--- config.mk ---
export PLATFORM = sky130hd
export DESIGN_NAME = instr_reg_ctrl
export DESIGN_NICKNAME = d
export VERILOG_FILES = /design/src/rtl/instr_reg_ctrl.sv
export SDC_FILE = /design/constraint.sdc
export NUM_CORES = 1
export LEC_CHECK = 0
export BUFFER_PORTS_ARGS = -buffer_cell sky130_fd_sc_hd__buf_2
export CAP_MARGIN = 10
export CORE_UTILIZATION = 40
export CTS_CLUSTER_SIZE = 25
export DETAILED_ROUTE_END_ITERATION = 10
export GPL_TIMING_DRIVEN = 0
export PLACE_DENSITY = 0.94
export SYNTH_ARGS = -nofsm -noshare
export SYNTH_HDL_FRONTEND = slang
export SYNTH_SLANG_ARGS = --single-unit
--- constraint.sdc ---
create_clock -name clk -period 4.5 [get_ports clk]
set_input_delay 0.675 -clock clk [delete_from_list [all_inputs] [get_ports clk]]
set_output_delay 0.675 -clock clk [all_outputs]
set_load 0.05 [all_outputs]
--- src/rtl/instr_reg_ctrl.sv ---
// instr_reg_ctrl: round-robin write-port arbiter and FIFO pointer sequencer
// for the instruction register. The requester datapath is combinational; only
// the pointers, the occupancy count and the last grant are held in flops.
module instr_reg_ctrl #(
    parameter int unsigned DEPTH  = 32,
    parameter int unsigned AW     = 5,
    parameter int unsigned OPC_W  = 6,
    parameter int unsigned OPND_W = 16
) (
    input  logic              clk,
    input  logic              reset_n,
    input  logic              clr,
    input  logic              req0_valid,
    input  logic [OPC_W-1:0]  req0_opcode,
    input  logic [OPND_W-1:0] req0_op_a,
    input  logic [OPND_W-1:0] req0_op_b,
    output logic              req0_ready,
    input  logic              req1_valid,
    input  logic [OPC_W-1:0]  req1_opcode,
    input  logic [OPND_W-1:0] req1_op_a,
    input  logic [OPND_W-1:0] req1_op_b,
    output logic              req1_ready,
    output logic              load_en,
    output logic [AW-1:0]     write_pointer,
    output logic [OPC_W-1:0]  opcode,
    output logic [OPND_W-1:0] operand_a,
    output logic [OPND_W-1:0] operand_b,
    output logic [AW-1:0]     read_pointer,
    output logic              out_valid,
    input  logic              out_ready,
    output logic [AW:0]       count,
    output logic              full,
    output logic              empty
);

    localparam int unsigned CW = AW + 1;
    localparam logic [CW-1:0] CNT_MAX = CW'(DEPTH);

    logic [AW-1:0] wr_ptr_q, wr_ptr_d;
    logic [AW-1:0] rd_ptr_q, rd_ptr_d;
    logic [CW-1:0] count_q, count_d;
    logic          last_grant_q, last_grant_d;
    logic          grant_en;
    logic          gnt0, gnt1;
    logic          push, pop;

    // Flags come from the count register only.
    assign full          = (count_q == CNT_MAX);
    assign empty         = (count_q == '0);
    assign count         = count_q;
    assign out_valid     = ~empty;
    assign write_pointer = wr_ptr_q;
    assign read_pointer  = rd_ptr_q;

    // Round-robin grant; flush, full or an asserted reset blocks every grant.
    always_comb begin
        gnt0     = 1'b0;
        gnt1     = 1'b0;
        grant_en = reset_n & ~clr & ~full;
        if (grant_en) begin
            if (req0_valid && req1_valid) begin
                gnt0 = last_grant_q;
                gnt1 = ~last_grant_q;
            end else begin
                gnt0 = req0_valid;
                gnt1 = req1_valid;
            end
        end
    end

    assign req0_ready = gnt0;
    assign req1_ready = gnt1;
    assign load_en    = gnt0 | gnt1;
    assign push       = gnt0 | gnt1;
    assign pop        = out_valid & out_ready & ~clr;

    // Payload mux; req0 is forwarded when nothing is granted.
    always_comb begin
        opcode    = req0_opcode;
        operand_a = req0_op_a;
        operand_b = req0_op_b;
        if (gnt1) begin
            opcode    = req1_opcode;
            operand_a = req1_op_a;
            operand_b = req1_op_b;
        end
    end

    // Next pointer, count and round-robin state; flush overrides everything.
    always_comb begin
        wr_ptr_d     = wr_ptr_q;
        rd_ptr_d     = rd_ptr_q;
        count_d      = count_q;
        last_grant_d = last_grant_q;
        if (clr) begin
            wr_ptr_d     = '0;
            rd_ptr_d     = '0;
            count_d      = '0;
            last_grant_d = 1'b1;
        end else begin
            if (push) begin
                wr_ptr_d     = wr_ptr_q + AW'(1);
                last_grant_d = gnt1;
            end
            if (pop) begin
                rd_ptr_d = rd_ptr_q + AW'(1);
            end
            if (push && !pop) begin
                count_d = count_q + CW'(1);
            end else if (pop && !push) begin
                count_d = count_q - CW'(1);
            end
        end
    end

    // State registers with asynchronous active-low reset.
    always_ff @(posedge clk or negedge reset_n) begin
        if (!reset_n) begin
            wr_ptr_q     <= '0;
            rd_ptr_q     <= '0;
            count_q      <= '0;
            last_grant_q <= 1'b1;
        end else begin
            wr_ptr_q     <= wr_ptr_d;
            rd_ptr_q     <= rd_ptr_d;
            count_q      <= count_d;
            last_grant_q <= last_grant_d;
        end
    end

endmodule

==> results.md, run 1 <==
| Quantity | Reported | Unit |
| --- | --- | --- |
| Post-synthesis instance area | 0.00150 | sq mm |
| Max IR drop VDD | 0.546 | mV |
| Post-layout min period | 3390 | ps |
| Sw Ratio | 55.2 | % |
| Worst setup SP type | input pin | - |
| Gates resized, CTS repair | 0 | - |
| Final Net Count | 381 | - |
| Global Route Usage Sum | 24.5 | % |
| Routability cong. | 0.790 | - |
| Root buf cell | sky130_fd_sc_hd__clkbuf_8 | - |
| Post CTS Setup Buffer Count | 0 | - |
| Max capacitance violation total | 0 | - |
| Critical path depth | 11 | - |
| Cell with the biggest individual delay on the critical path | sky130_fd_sc_hd__a211oi_4 | - |
| Biggest area contributors in the synthesized netlist | sky130_fd_sc_hd__mux2_2 (29%), sky130_fd_sc_hd__dfrtp_1 (27%), sky130_fd_sc_hd__ha_1 (5.0%) | - |
| Endpoint kind of the worst setup timing path | flop | - |
| Sequential fraction of the synthesis area | 28.4 | % |
| Cell-internal power | 0.502 | mW |
| Net count of the mapped netlist | 236 | - |
| Highest clock rate | 295 | MHz |
| Number of endpoints failing setup at the final stage | 0 | - |
| Area overhead of the layout relative to synthesis | 53.6 | % |
| Hold violation count in the final report | 0 | - |
| Fraction of power consumed by combinational cells | 69.1 | % |
| Number of nets with antenna violations after routing | 0 | - |
| Number of vias per cell | 4.91 | - |
| Leading cell type by number of instances after synthesis | sky130_fd_sc_hd__mux2_2 | - |
| RSZ-0062 raised after global routing | no | - |
| Least setup slack across all paths after layout | 1110 | ps |
| Count of flip-flops with a built-in enable after synthesis | 0 | - |
| Share of flip-flops with an asynchronous set or reset after synthesis | 100 | % |
| Cell types with the highest counts after synthesis | sky130_fd_sc_hd__mux2_2 (39), sky130_fd_sc_hd__nor2_1 (18), sky130_fd_sc_hd__dfrtp_1 (16) | - |
| First-iteration detailed-routing DRC count | 35 | - |
| Final Routed Wirelength | 4920 | um |
| Dpl ws | 863 | ps |
| Proportion of layout cells with a drive suffix above 1 | 67.4 | % |
| Net switching power | 0.617 | mW |
| Core outline area | 0.00347 | sq mm |
| Cell chain of the critical path | buf_2, nand2b_4, a211oi_4, nor2b_2, inv_1, ha_1, a211oi_1, o21bai_1, a21oi_1, mux2i_1, mux2_2 | - |
| Sequential power share | 20.7 | % |
| Clock tree from TritonCTS | yes | - |
| First drt pass iteration count | 4 | - |
| Floorplan die height | 63.3 | um |
| Number of buffers added to fix hold violations after cts | 0 | - |
| Post-CTS clock slew at the launch and capture registers of the worst setup and hold paths | 70 | ps |
| Initial antenna violation count | 0 | - |
| Data arrival time at the worst-slack endpoint | 3530 | ps |
| Type of the worst min-delay path | in -> async | - |
| Status | complete, no violations | - |
| Wire length of the first global-routing pass | 7640 | um |
| Insertion delay of the later-clocked pin in the worst-skew pair | 250 | ps |
| Number of buffers inserted during clock tree synthesis | 3 | - |
| Slowest Stage Delay on Critical Path | 510 | ps |
| Part of the cycle the worst path needs | 75.4 | % |
| R2R depth | 10 | - |
| Total power per unit cell area | 485 | mW/mm^2 |
| Number of instances in the synthesized netlist | 147 | - |
| Cell family with most CP delay | compound AO/OA/AOI/OAI gates | - |
| Top cell type by total area after synthesis | sky130_fd_sc_hd__mux2_2 | - |
| Critical path class | in -> reg | - |
| Register bit count reported by yosys | 17 | - |
| H-tree depth | 1 | - |
| Top FF cell, synth | sky130_fd_sc_hd__dfrtp_1 | - |
| Distinct cell type count after synthesis | 36 | - |
| Buffers added on ports | 140 | - |
| YS warnings | 0 | - |
| Die Span X | 63.3 | um |
| Number of top-level design ports | 142 | - |
| Number of vias in the routed layout | 1654 | - |
| Starting density of the core | 43.3 | % |
| Clk sinks | 17 | - |
| GRT Residual Overflow | 0 | - |
| Clock network power share | 10.2 | % |
| Wire length per cell after detailed routing | 14.6 | um |
| Sum Neg Setup Slack | 0 | ps |
| Largest fanout on the critical path | 18 | - |
| Maximum buffer depth of the clock tree | 2 | - |
| Placement Rows | 21 | - |
| Total DRC errors in the routed layout | 0 | - |
| Count of buffer and inverter cells on the critical path | 2 | - |
| Average instance area after synthesis | 10.2 | sq um |
| Final clock skew | 5.00 | ps |
| DIE AREA | 0.00401 | sq mm |
| Fraction of post-synthesis cell area in the top cell type by area | 29.2 | % |
| Number of global-route vias before repair | 1591 | - |
| Leakage component of the power | 1.28 | nW |
| Relative slew slack | 63.4 | % |
| Actual transition at the worst max-transition pin | 547 | ps |
| DP HPWL | 4120 | um |
| Antenna cells | 0 | - |
| Number of pins exceeding their max-slew limit in the final report | 0 | - |
| CP Data Required Time | 4640 | ps |
| Pin count of the biggest net entering global routing | 19 | - |
## final cells by class
class,instances,area [sq um]
fill,293,1160
multi-input combinational,116,1010
timing repair buffer,140,701
sequential,17,427
tap,46,57.6
clock buffer,3,41.3
buffer,6,35.0
inverter,8,30.0
clock inverter,1,5.00
## path summary, 6_finish.rpt
path	start	slack [ps]	endpoint
setup reg to reg	count[5]	1380	count[5]
setup / recovery	reset_n	1110	count[5]
hold reg to reg	last_grant_q	550	last_grant_q
max in group asynchronous	reset_n	3810	last_grant_q
hold / removal	reset_n	350	write_pointer[0]
min in group clk	last_grant_q	550	last_grant_q
## per-layer routing
metal  up-vias  global-route usage [%]  share of wire [%]
met3         4                    3.26                5.7
li1        805                       -                  -
met2        65                    45.0                 54
met5         -                       0                  0
met4         0                    5.97               0.65
met1       780                    29.9                 40
## power groups by stage
stage	Clock (mW)	Sequential (mW)	Combinational, mW
after floorplan	0	0.337	0.484
after global placement	0	0.232	0.743
after detailed placement	0	0.233	0.766
after CTS	0.115	0.231	0.776
after global routing	0.121	0.238	0.824
final	0.114	0.232	0.773
## registers in the layout (all words and copies together) (netlist names)
name	count
count	6
read_pointer	5
write_pointer	5
last_grant_q	1
## metrics by stage
| step | instance area [sq um] | instances | util [%] | hold WS (ps) | total power [mW] |
|---|---|---|---|---|---|
| finish | 2310 | 337 | 66.6 | 349 | 1.12 |
| detailed placement | 2260 | 333 | 65.2 | 545 | 1.00 |
| global route | 2310 | 337 | 66.6 | 381 | 1.18 |
| floorplan | 1500 | 147 | - | 379 | 0.821 |
| CTS | 2310 | 337 | 66.6 | 362 | 1.12 |
| global placement | 2260 | 333 | 65.2 | 524 | 0.975 |
## cell usage in the layout (no fill, tap or decap), drive strengths merged, types with 2 or more instances in the layout
cell type / count
nand2: 4
dfrtp: 16
mux2i: 5
clkbuf: 4
xor2: 7
and2: 2
nor2: 18
nand4: 4
ha: 6
a21oi: 3
xnor2: 4
nand3: 2
nor2b: 4
o21ai: 2
a211oi: 3
buf: 145
mux2: 39
inv: 8
## cells by family after synthesis
group | after synthesis | share of synthesized area [%]
XOR/XNOR | 11 | 6.91
AND/OR/NAND/NOR | 40 | 14.2
buffers and inverters | 14 | 4.33
multiplexers | 44 | 32.6
AO/OA/AOI/OAI | 14 | 7.33
flip-flops | 17 | 28.4
adder cells (fa/ha/maj) | 7 | 6.33
## worst reg2reg max path: stages (launching register included)
cell                       delay (ps)
sky130_fd_sc_hd__dfrtp_1          410
sky130_fd_sc_hd__nor4b_2          200
sky130_fd_sc_hd__a211oi_4         530
sky130_fd_sc_hd__nor2b_2          320
sky130_fd_sc_hd__inv_1            130
sky130_fd_sc_hd__ha_1             310
sky130_fd_sc_hd__a211oi_1         220
sky130_fd_sc_hd__o21bai_1         120
sky130_fd_sc_hd__a21oi_1          180
sky130_fd_sc_hd__mux2i_1          220
sky130_fd_sc_hd__mux2_2           350
Note: power is estimated with default switching activity, not from simulation.
==> inputs of run 2 (changes only) <==
Settings changed: CORE_UTILIZATION 40 to 33, PLACE_DENSITY 0.94 to 0.83.
Clock period 4.5 ns to 3.1 ns, I/O delays scaled along.
==> run 2 against run 1 <==
Design area rose by 3.9%. Sequential power up 58%. Clock power increased by 43%. Utilization fell by 11 points. Flip-flop and latch count unchanged. Via count fell by 0.48%. Non-clock buffer count unchanged. Clock skew down 2.1 ps. Register-to-register slack worse by 1100 ps. Critical path type is now reg -> out. Critical endpoint is now opcode[4].
==> results.md, run 2 (same netlist as run 1, synthesis figures left out) <==
| Quantity | Reported | Unit | Change |
| --- | --- | --- | --- |
| Instance count after placement with tap cells included | 339 | - | +1.8% |
| Insertion delay of the later-clocked pin in the worst-skew pair | 250 | ps | about the same |
| Post-CTS clock slew at the launch and capture registers of the worst setup and hold paths | 70 | ps | about the same |
| Buffers added on ports | 140 | - | unchanged |
| Number of nets with antenna violations after routing | 0 | - | unchanged |
| H-tree depth | 1 | - | unchanged |
| Root buf cell | sky130_fd_sc_hd__clkbuf_8 | - |  |
| Initial antenna violation count | 0 | - | unchanged |
| Wire length per cell after detailed routing | 13.5 | um | -7.3% |
| Filler cells | 383 | - | +31% |
| Floorplan die height | 69.5 | um | +9.8% |
| Routability cong. | 0.780 | - | -1.2% |
| Max capacitance violation total | 0 | - | unchanged |
| Number of pins exceeding their max-slew limit in the final report | 0 | - | unchanged |
| Core outline area | 0.00435 | sq mm | +26% |
| Type of the worst min-delay path | in -> async | - |  |
| Gates resized, CTS repair | 0 | - | unchanged |
| Max IR drop VDD | 0.721 | mV | +32% |
| Part of the cycle the worst path needs | 92.8 | % |  |
| Post-layout min period | 2880 | ps |  |
| Antenna cells | 0 | - | unchanged |
| Global Route Usage Sum | 18.8 | % | -5.8 points |
| Wire length of the first global-routing pass | 7510 | um | -1.6% |
| Post CTS Setup Buffer Count | 0 | - | unchanged |
| Endpoint kind of the worst setup timing path | primary output | - |  |
| Final clock skew | 2.94 | ps | -2.06 ps |
| CP Data Required Time | 2630 | ps | -2010 ps |
| Hold violation count in the final report | 0 | - | unchanged |
| DP HPWL | 3910 | um | -5.0% |
| Leading cell type in the layout, fill and taps excluded | sky130_fd_sc_hd__buf_2 | - |  |
| Number of endpoints failing setup at the final stage | 0 | - | unchanged |
| Fraction of power consumed by combinational cells | 68.9 | % | -0.2 points |
| GRT Residual Overflow | 0 | - | unchanged |
| Clock tree from TritonCTS | yes | - |  |
| Sw Ratio | 54.1 | % | -1.1 points |
| First drt pass iteration count | 4 | - | unchanged |
| Worst setup SP type | flop | - |  |
| Critical path class | reg -> out | - |  |
| Largest fanout on the critical path | 10 | - | -8 |
| Starting density of the core | 34.5 | % | -8.8 points |
| Number of global-route vias before repair | 1647 | - | +3.5% |
| Final cell count without fillers | 343 | - | +1.8% |
| Final Routed Wirelength | 4640 | um | -5.7% |
| Status | complete, no violations | - |  |
| DIE AREA | 0.00483 | sq mm | +21% |
| Number of buffers added to fix hold violations after cts | 0 | - | unchanged |
| Total DRC errors in the routed layout | 0 | - | unchanged |
| Number of buffers inserted during clock tree synthesis | 3 | - | unchanged |
| Leakage component of the power | 1.29 | nW | +0.14% |
| Placement Rows | 24 | - | +14% |
| Data arrival time at the worst-slack endpoint | 2410 | ps | -1120 ps |
| Relative slew slack | 61.7 | % | -1.7 points |
| Top library cells by usage in the layout, fill and taps aside | sky130_fd_sc_hd__buf_2 (143), sky130_fd_sc_hd__mux2_2 (39), sky130_fd_sc_hd__nor2_1 (17) | - |  |
| Net switching power | 0.922 | mW | +49% |
| First-iteration detailed-routing DRC count | 29 | - | -17% |
| Number of top-level design ports | 142 | - | unchanged |
| Highest clock rate | 347 | MHz |  |
| Final Power | 1.70 | mW | +52% |
| RSZ-0062 raised after global routing | no | - |  |
| Cell-internal power | 0.783 | mW | +56% |
| Clk sinks | 17 | - | unchanged |
| Maximum buffer depth of the clock tree | 2 | - | unchanged |
| Number of vias in the routed layout | 1646 | - | -0.48% |
| Number of vias per cell | 4.80 | - | -2.2% |
| Proportion of layout cells with a drive suffix above 1 | 72.2 | % | +4.8 points |
| Sequential power share | 21.5 | % | +0.8 points |
| Largest register FFs | 6 | - | unchanged |
| Pin count of the biggest net entering global routing | 19 | - | unchanged |
| Area overhead of the layout relative to synthesis | 59.6 | % |  |
| Clock network power share | 9.6 | % | -0.6 points |
| Die Span X | 69.5 | um | +9.8% |
| Actual transition at the worst max-transition pin | 571 | ps | +24.6 ps |
| Total power per unit cell area | 711 | mW/mm^2 | +47% |
| Final Net Count | 381 | - | unchanged |
==> run 2: worst paths after layout <==
| kind | start | to | cells past startpoint | slack [ps] |
|---|---|---|---|---|
| min in group clk | clr | count[1] | 2 | 420 |
| max reg2reg | count[5] | count[5] | 10 | 260 |
| min reg2reg | last_grant_q | last_grant_q | 2 | 560 |
| min | reset_n | read_pointer[1] | 1 | 110 |
| max | count[3] | opcode[4] | 7 | 220 |
| max in group asynchronous | reset_n | last_grant_q | 1 | 2720 |
==> run 2: worst max-delay path: stages (launching register included) <==
cell and delay (ps):
sky130_fd_sc_hd__dfrtp_2 460, sky130_fd_sc_hd__nor4b_4 380, sky130_fd_sc_hd__and2_1 240, sky130_fd_sc_hd__nor2_1 70, sky130_fd_sc_hd__nand3_1 160, sky130_fd_sc_hd__buf_2 270, sky130_fd_sc_hd__mux2_2 370, sky130_fd_sc_hd__buf_2 220
==> run 2: power by group through the flow <==
| stage | registers [mW] | logic [mW] | clock network [mW] |
|---|---|---|---|
| floorplan | 0.515 | 0.749 | 0 |
| global placement | 0.362 | 1.14 | 0 |
| detailed placement | 0.367 | 1.17 | 0 |
| CTS | 0.363 | 1.17 | 0.166 |
| global route | 0.377 | 1.27 | 0.175 |
| finish | 0.367 | 1.17 | 0.163 |
==> run 2: cell type report <==
cell class	instances	area [sq um]	area share, %
buffer	6	35.0	1.46
clock buffer	3	41.3	1.72
clock inverter	1	5.00	0.209
inverter	8	32.5	1.36
multi-input combinational	116	1080	45.1
sequential	17	434	18.1
tap	52	65.1	2.71
timing repair buffer	140	703	29.3
==> run 2: metrics by stage <==
stage                     hold slack [ps]  TNS (ps)  utilization, %  instance area, sq um  worst slack (ps)
final                                 111         0            55.1                  2400               222
after global routing                  126         0            55.1                  2400              46.7
after CTS                             158         0            54.9                  2390               155
after detailed placement              423     -97.7            53.8                  2340             -97.7
after global placement                422     -62.1            53.8                  2340             -62.1
after floorplan                       169     -40.7               -                  1580             -40.7
==> run 2: routing by layer <==
layer  GRT usage, %  up-vias  routed length [um]
met1           22.0      784                1800
met3           2.33        2                 254
met4           2.49        0                  14
met2           36.7       61                2570
li1               -      799                   -
met5              0        -                   0
